### config.mk
export PLATFORM = sky130hd
export DESIGN_NAME = elastic_pipe
export DESIGN_NICKNAME = d
export VERILOG_FILES = /design/src/rtl/sgbus_pkg.sv /design/src/rtl/elastic_slot.sv /design/src/rtl/elastic_pipe.sv
export SDC_FILE = /design/constraint.sdc
export NUM_CORES = 1
export LEC_CHECK = 0
export BUFFER_PORTS_ARGS = -buffer_cell sky130_fd_sc_hd__buf_2
export CELL_PAD_IN_SITES_DETAIL_PLACEMENT = 0
export CELL_PAD_IN_SITES_GLOBAL_PLACEMENT = 1
export CORE_MARGIN = 2
export CORE_UTILIZATION = 29
export DETAILED_ROUTE_END_ITERATION = 10
export GPL_ROUTABILITY_DRIVEN = 0
export PLACE_DENSITY_LB_ADDON = 0.08
export SLEW_MARGIN = 20
export SYNTH_ARGS = -nofsm -noshare
export SYNTH_HDL_FRONTEND = slang
export SYNTH_SLANG_ARGS = --single-unit
### constraint.sdc
create_clock -name clk -period 2.4 [get_ports clk]
set_input_delay 0.12 -clock clk [delete_from_list [all_inputs] [get_ports clk]]
set_output_delay 0.12 -clock clk [all_outputs]
set_load 0.01 [all_outputs]
### src/rtl/sgbus_pkg.sv
// Shared sgbus helpers: index and counter width derivation for parametrised datapaths.
package sgbus_pkg;

   function automatic int idx_width(input int n);
      return (n <= 1) ? 1 : $clog2(n);
   endfunction

   // One extra bit so a counter can hold the value n itself, not just n-1
   function automatic int cnt_width(input int n);
      return idx_width(n) + 1;
   endfunction

endpackage

### src/rtl/elastic_slot.sv
// One elastic pipeline slot: valid bit plus payload register with async active-low reset.
module elastic_slot #(
   parameter type data_t = logic
) (
   input  logic  clk,
   input  logic  reset_n,
   input  logic  load,
   input  logic  flush,
   input  logic  valid_in,
   input  data_t data_in,
   output logic  valid_q,
   output data_t data_q
);

   // Payload only captures real beats, so empty stages keep their last data
   always_ff @(posedge clk or negedge reset_n) begin
      if (!reset_n) begin
         valid_q <= 1'b0;
         data_q  <= '0;
      end else if (flush) begin
         valid_q <= 1'b0;
      end else if (load) begin
         valid_q <= valid_in;
         if (valid_in) begin
            data_q <= data_in;
         end
      end
   end

endmodule

### src/rtl/elastic_pipe.sv
// Stages-deep valid/ready register pipeline with bubble collapse, flush and occupancy count.
module elastic_pipe
   import sgbus_pkg::*;
#(
   parameter int  Stages = 4,
   parameter type data_t = logic
) (
   input  logic                         clk,
   input  logic                         reset_n,
   input  logic                         flush_i,
   input  logic                         valid_i,
   output logic                         ready_o,
   input  data_t                        din,
   output logic                         valid_o,
   input  logic                         ready_i,
   output data_t                        dout,
   output logic [cnt_width(Stages)-1:0] count_o,
   output logic                         empty_o,
   output logic                         full_o
);

   localparam int CntW = cnt_width(Stages);

   logic [Stages-1:0] v;
   data_t             d [Stages];
   logic [Stages-1:0] rdy;
   logic              accept;
   logic              out_beat;
   logic [CntW-1:0]   count_q;

   // A stage may load if it or any stage downstream of it has room or is draining
   always_comb begin
      logic chain;
      chain = ready_i;
      rdy   = '0;
      for (int i = Stages - 1; i >= 0; i--) begin
         chain  = !v[i] | chain;
         rdy[i] = chain;
      end
   end

   for (genvar i = 0; i < Stages; i++) begin : g_stage
      logic  slot_vin;
      data_t slot_din;
      if (i == 0) begin : g_head
         assign slot_vin = valid_i;
         assign slot_din = din;
      end else begin : g_body
         assign slot_vin = v[i-1];
         assign slot_din = d[i-1];
      end

      elastic_slot #(.data_t(data_t)) u_slot (
         .clk      (clk),
         .reset_n  (reset_n),
         .load     (rdy[i]),
         .flush    (flush_i),
         .valid_in (slot_vin),
         .data_in  (slot_din),
         .valid_q  (v[i]),
         .data_q   (d[i])
      );
   end

   assign ready_o  = rdy[0] & !flush_i;
   assign valid_o  = v[Stages-1];
   assign dout     = d[Stages-1];
   assign accept   = valid_i & ready_o;
   assign out_beat = valid_o & ready_i;

   always_ff @(posedge clk or negedge reset_n) begin
      if (!reset_n) begin
         count_q <= '0;
      end else if (flush_i) begin
         count_q <= '0;
      end else if (accept && !out_beat) begin
         count_q <= count_q + CntW'(1);
      end else if (out_beat && !accept) begin
         count_q <= count_q - CntW'(1);
      end
   end

   assign count_o = count_q;
   assign empty_o = (count_q == '0);
   assign full_o  = (count_q == CntW'(Stages));

   a_count_matches_valids: assert property (@(posedge clk) disable iff (!reset_n)
      count_q == CntW'($countones(v)));

   a_count_in_range: assert property (@(posedge clk) disable iff (!reset_n)
      count_q <= CntW'(Stages));

   a_count_no_wrap: assert property (@(posedge clk) disable iff (!reset_n)
      !(empty_o && out_beat && !accept) && !(full_o && accept && !out_beat));

endmodule

# Word-level counts from Yosys, hierarchy flattened
# Index checks and enable logic that the tools add are counted.
[word_totals]
regBits = 11
input_bits = 6
word_cells = 50
[classes]
add_sub_neg = 2
eq_ne = 1
muxes = 11
n_bitwise = 8
n_reduce_logical = 19
[op_table]
columns = ["cell", "n"]
rows = [
  ["$reduce_and A3 Y1", 4],
  ["$mux W3", 3],
  ["$mux W1", 8],
  ["$reduce_bool A2 Y1", 4],
  ["$logic_not A1 Y1", 7],
  ["$or A1 B1 Y1", 4],
  ["$add A3 B1 Y3 const B", 1],
  ["$and A1 B1 Y1", 3],
  ["$eq A3 B3 Y1 const B", 1],
  ["$logic_not A3 Y1", 1],
  ["$reduce_bool A3 Y1", 1],
  ["$sub A3 B1 Y3 const B", 1],
  ["$logic_and A1 B1 Y1", 2],
  ["$not A1 Y1", 1],
]

# Depth between registers and ports, before layout
[depth]
depth_word = 12
ltp_mapped = 7

# Cells and area by module
# A second synthesis with hierarchy kept.
[hier_totals]
cells_unflattened = 58
area_unflattened_um2 = 630.6
[modules_own_cells]
columns = ["mod", "instances", "cells_each", "area_per_inst_um2"]
rows = [
  ["elastic_slot", 4, 6, 86.3],
  ["elastic_pipe", 1, 34, 285.3],
]

# Least setup slack after synthesis
# Ideal clock, no wire load.
[synth_timing]
path_type = "flip-flop to flip-flop"
start = "reg g_stage[2].u_slot.valid_q"
end = "reg count_q[2], in the netlist count_o[2]"
setup_time_ns = 0.128
t_arrival_ns = 1.766
required_time_ns = 2.272
slack_ns = 0.507
stages_incl_launch_ff = 8
n_path_buf = 0
cell_sequence = "dfrtp_1 a31oi_1 nor2b_1 nor3_1 fa_1 and4b_1 a211oi_1 mux2_1"
[synth_between]
elab_chain_len = 9
elab_cells_between_ends = 12
[synth_lines]
columns = ["item", "line", "source"]
rows = [
  ["start: declaration", "elastic_slot.sv:11", "output logic valid_q,"],
  ["start signal: assignment", "elastic_slot.sv:23", "valid_q <= valid_in;"],
  ["$logic_not A1 Y1 (*)", "elastic_pipe.sv:37", "chain = !v[i] | chain;"],
  ["$or A1 B1 Y1 (*) (3 in series)", "elastic_pipe.sv:37", ""],
  ["$and A1 B1 Y1 (*)", "elastic_pipe.sv:65", "assign ready_o = rdy[0] & !flush_i;"],
  ["$and A1 B1 Y1 (*)", "elastic_pipe.sv:68", "assign accept = valid_i & ready_o;"],
  ["$logic_and A1 B1 Y1 or $logic_not A1 Y1 (tied branches)", "elastic_pipe.sv:76, elastic_pipe.sv:78", ""],
  ["$mux W3 or $logic_and A1 B1 Y1 (tied branches)", "elastic_pipe.sv:76, elastic_pipe.sv:78", ""],
  ["$mux W3 or $reduce_bool A3 Y1 (tied branches)", "n/a", ""],
  ["end signal: assignment", "elastic_pipe.sv:77", "count_q <= count_q + CntW'(1);"],
  ["end signal: assignment", "elastic_pipe.sv:79", "count_q <= count_q - CntW'(1);"],
  ["end: declaration", "elastic_pipe.sv:29", "logic [CntW-1:0] count_q;"],
]
# Mark *: on every way between the ends. The rest lies on a longest branch, timed or not.
# A chain may end at the register's enable or synchronous reset.

# Worst setup path in the final report
# Same ends and word-level chain as after synthesis.

==> impl_metrics.ini <==
[pwr]
p_leak_nw = 0.360
power.switching_w = 0.000136
p_int_w = 0.000342
p_comb_share_pct = 25.0
power.share.switching_pct = 28.5
powerDensity_nw_per_um2 = 629
ir_drop_v = 0.000285
p_clk_share_pct = 25.6
p_seq_share_pct = 49.4

[hold_path]
worstHoldPathType = input pin to flip-flop
min_path_cells = 2
hold_end = g_stage[0].u_slot.data_q
min-delay-start = din

[sta]
max_freq_mhz = 483
fin_crit_sh_pct = 86.3
fin_setup_tns_ns = 0
finalCriticalPeriod_ns = 2.07
finalSetupViolations = 0
final_max_slew_viol_count = 0
holdWs_ns = 0.0713
maxSlewHeadroom_pct = 80.5
max_slew.worst_pin.slew_ns = 0.291
clock_skew_ns = 0.000334
finalHoldViolations = 0
rsz0062_at_grt = no

[routing]
drc = 0
via_count = 484
drt_iter0_markers = 11
wl_mm = 1.22
dr.pass1.iters = 4
ant_nets = 0
post_drt_wl_per_cell_um = 11.8
vias_per_cell = 4.70

[synthesis]
synth_top_family_by_area = simple AND/OR/NAND/NOR gates
yosysSeqAreaShare_pct = 43.5
ys.warnings.count = 0
syn_inst = 59
yosysTopAreaCell = dfrtp_1
synthXorXnorAreaFrac_pct = 0
synth_compound_area_share_pct = 12.3
syn_area_per_cell_um2 = 10.7
synth_area_leaders = dfrtp_1 43%, mux2_1 8.9%, nor2_1 5.9%
netlist.area_leader.share_pct = 43.5
ys_seq_elements = 11
synth-adder-area-share_pct = 3.16
netlist_area_um2 = 633
syn-num-nets = 66
synthSimpleGateAreaFrac_pct = 22.5
ys_types = 23
synthMuxAreaShare_pct = 13.6

[final_layout]
finalNonFillerCells = 103
syn_to_final_growth_pct = 20.0
seq_area_um2 = 275
final_common_cell = buf_2
multi_input_area_um2 = 327
final_area_um2 = 759
nFillCells = 218
layout_common_cells = 13 x buf_2, 11 x dfrtp_1, 10 x nor2_1, 5 x mux2_1
diodes = 0
finalNetCount = 84
drive_gt1_share_pct = 30.3

[cts]
cts_resized = 0
cts_tree = built
htreeDepth = 1
cts_sinks = 11
insertion_delay_ns = 0.26
cts_made_buffers = 3
root_buffer = clkbuf_4
cts.path.max_buffers = 2
cts.clk_slew.worst_paths_ns = 0.07

[setup_path]
rrSetupSlack_ns = 0.33
path_max_fanout = 8
reg2regPathDepth = 7
required_ns = 2.55
worstPathArrival_ns = 2.22
critPathLaunchType = flip-flop
r2r-start = g_stage[2].u_slot.valid_q
worstSetupPathType = flip-flop to flip-flop
r2r_end = count_o[2]
cp-end-kind = flip-flop

[placed_design]
port_buffers = 13
postPlaceCellArea_um2 = 723
dp_cells = 98
dp_hpwl_um = 940

[grt]
antenna_found_initial = 0
grt-ovfl-total = 0
grt_max_degree = 17
grt_pass1_wl_mm = 2.06
grtUsageTotal_pct = 11.1
grt_pass1_vias = 460

[status]
outcome = complete, no violations

[run]
cap_viol_max_count = 0

[floorplanning]
floorplan.initialDensity_pct = 31.6
core_area_um2 = 2000
die-area_um2 = 2570
die_h_um = 50.7
row_count = 16
die_x_um = 50.7
io_pins = 14
==> Yosys cell counts (all sizes together) <==
master  instances
a211oi          2
a21oi           4
a311oi          1
a31oi           2
and3            2
and4b           1
buf             2
dfrtp          11
fa              1
inv             4
mux2            7
nand2b          1
nand3b          1
nor2           10
nor2b           4
nor3            2
nor3b           2
o311a           1
or2b            1
==> worst max-delay path, cell delays in order, from the launching register on <==
cell and delay [ns]:
dfrtp_1 0.46, a31oi_1 0.14, nor2b_1 0.12, nor3_1 0.06, fa_1 0.41, and4b_1 0.19
a211oi_1 0.23, mux2_1 0.35
==> cell type report <==
class | count | area share [%]
timing repair buffer | 15 | 10.9
sequential | 11 | 36.2
inverter | 4 | 1.98
tap | 27 | 4.45
multi-input combinational | 42 | 43.0
clock buffer | 4 | 3.46
==> sequential cells by signal, summed over array words and instances, names as in the netlist <==
name and cells:
g_stage.u_slot.data_q 4, g_stage.u_slot.valid_q 4, count_o 3
==> worst max path at each step <==
stage,from,endpoint,depth (start not counted)
floorplan,g_stage[2].u_slot.valid_q,count_o[2],7
global placement,g_stage[2].u_slot.valid_q,count_o[2],7
detailed placement,g_stage[2].u_slot.valid_q,count_o[2],7
CTS,g_stage[2].u_slot.valid_q,count_o[2],7
global route,g_stage[2].u_slot.valid_q,count_o[2],7
finish,g_stage[2].u_slot.valid_q,count_o[2],7
==> routing by layer <==
metal	up-vias	part of all wire [%]	track usage, %
li1	240	-	-
met4	0	0.98	4.05
met5	-	0	0
met3	2	4.4	4.76
met2	9	46	18.2
met1	233	48	12.7
==> per-stage QoR <==
stage / power (W) / setup slack (ns) / utilization (%)
final: 0.000478 / 0.328 / 37.9
after global routing: 0.000521 / 0.230 / 37.9
after CTS: 0.000490 / 0.313 / 37.9
after detailed placement: 0.000361 / 0.337 / 36.1
after global placement: 0.000359 / 0.369 / 36.1
after floorplan: 0.000314 / 0.507 / -
==> repair_timing <==
item                      CTS  global route
hold buffers                1             0
hold endpoints to repair   11             0
buffers inserted            0             0
==> kinds of logic (layout without fill, tap and decap cells) <==
kind of cell    Yosys count  after routing
compound gates           10             10
buf+inv                   6             23
simple gates             24             24
fa+ha+maj                 1              1
flops                    11             11
mux                       7              7
==> power groups by stage <==
stage / combinational, W / sequential, W / clock (W)
after floorplan: 0.0000711 / 0.000243 / 0
after global placement: 0.000120 / 0.000239 / 0
after detailed placement: 0.000121 / 0.000240 / 0
after CTS: 0.000122 / 0.000236 / 0.000132
after global routing: 0.000136 / 0.000242 / 0.000144
final: 0.000120 / 0.000236 / 0.000122
Note: power is estimated with default switching activity, not from simulation.
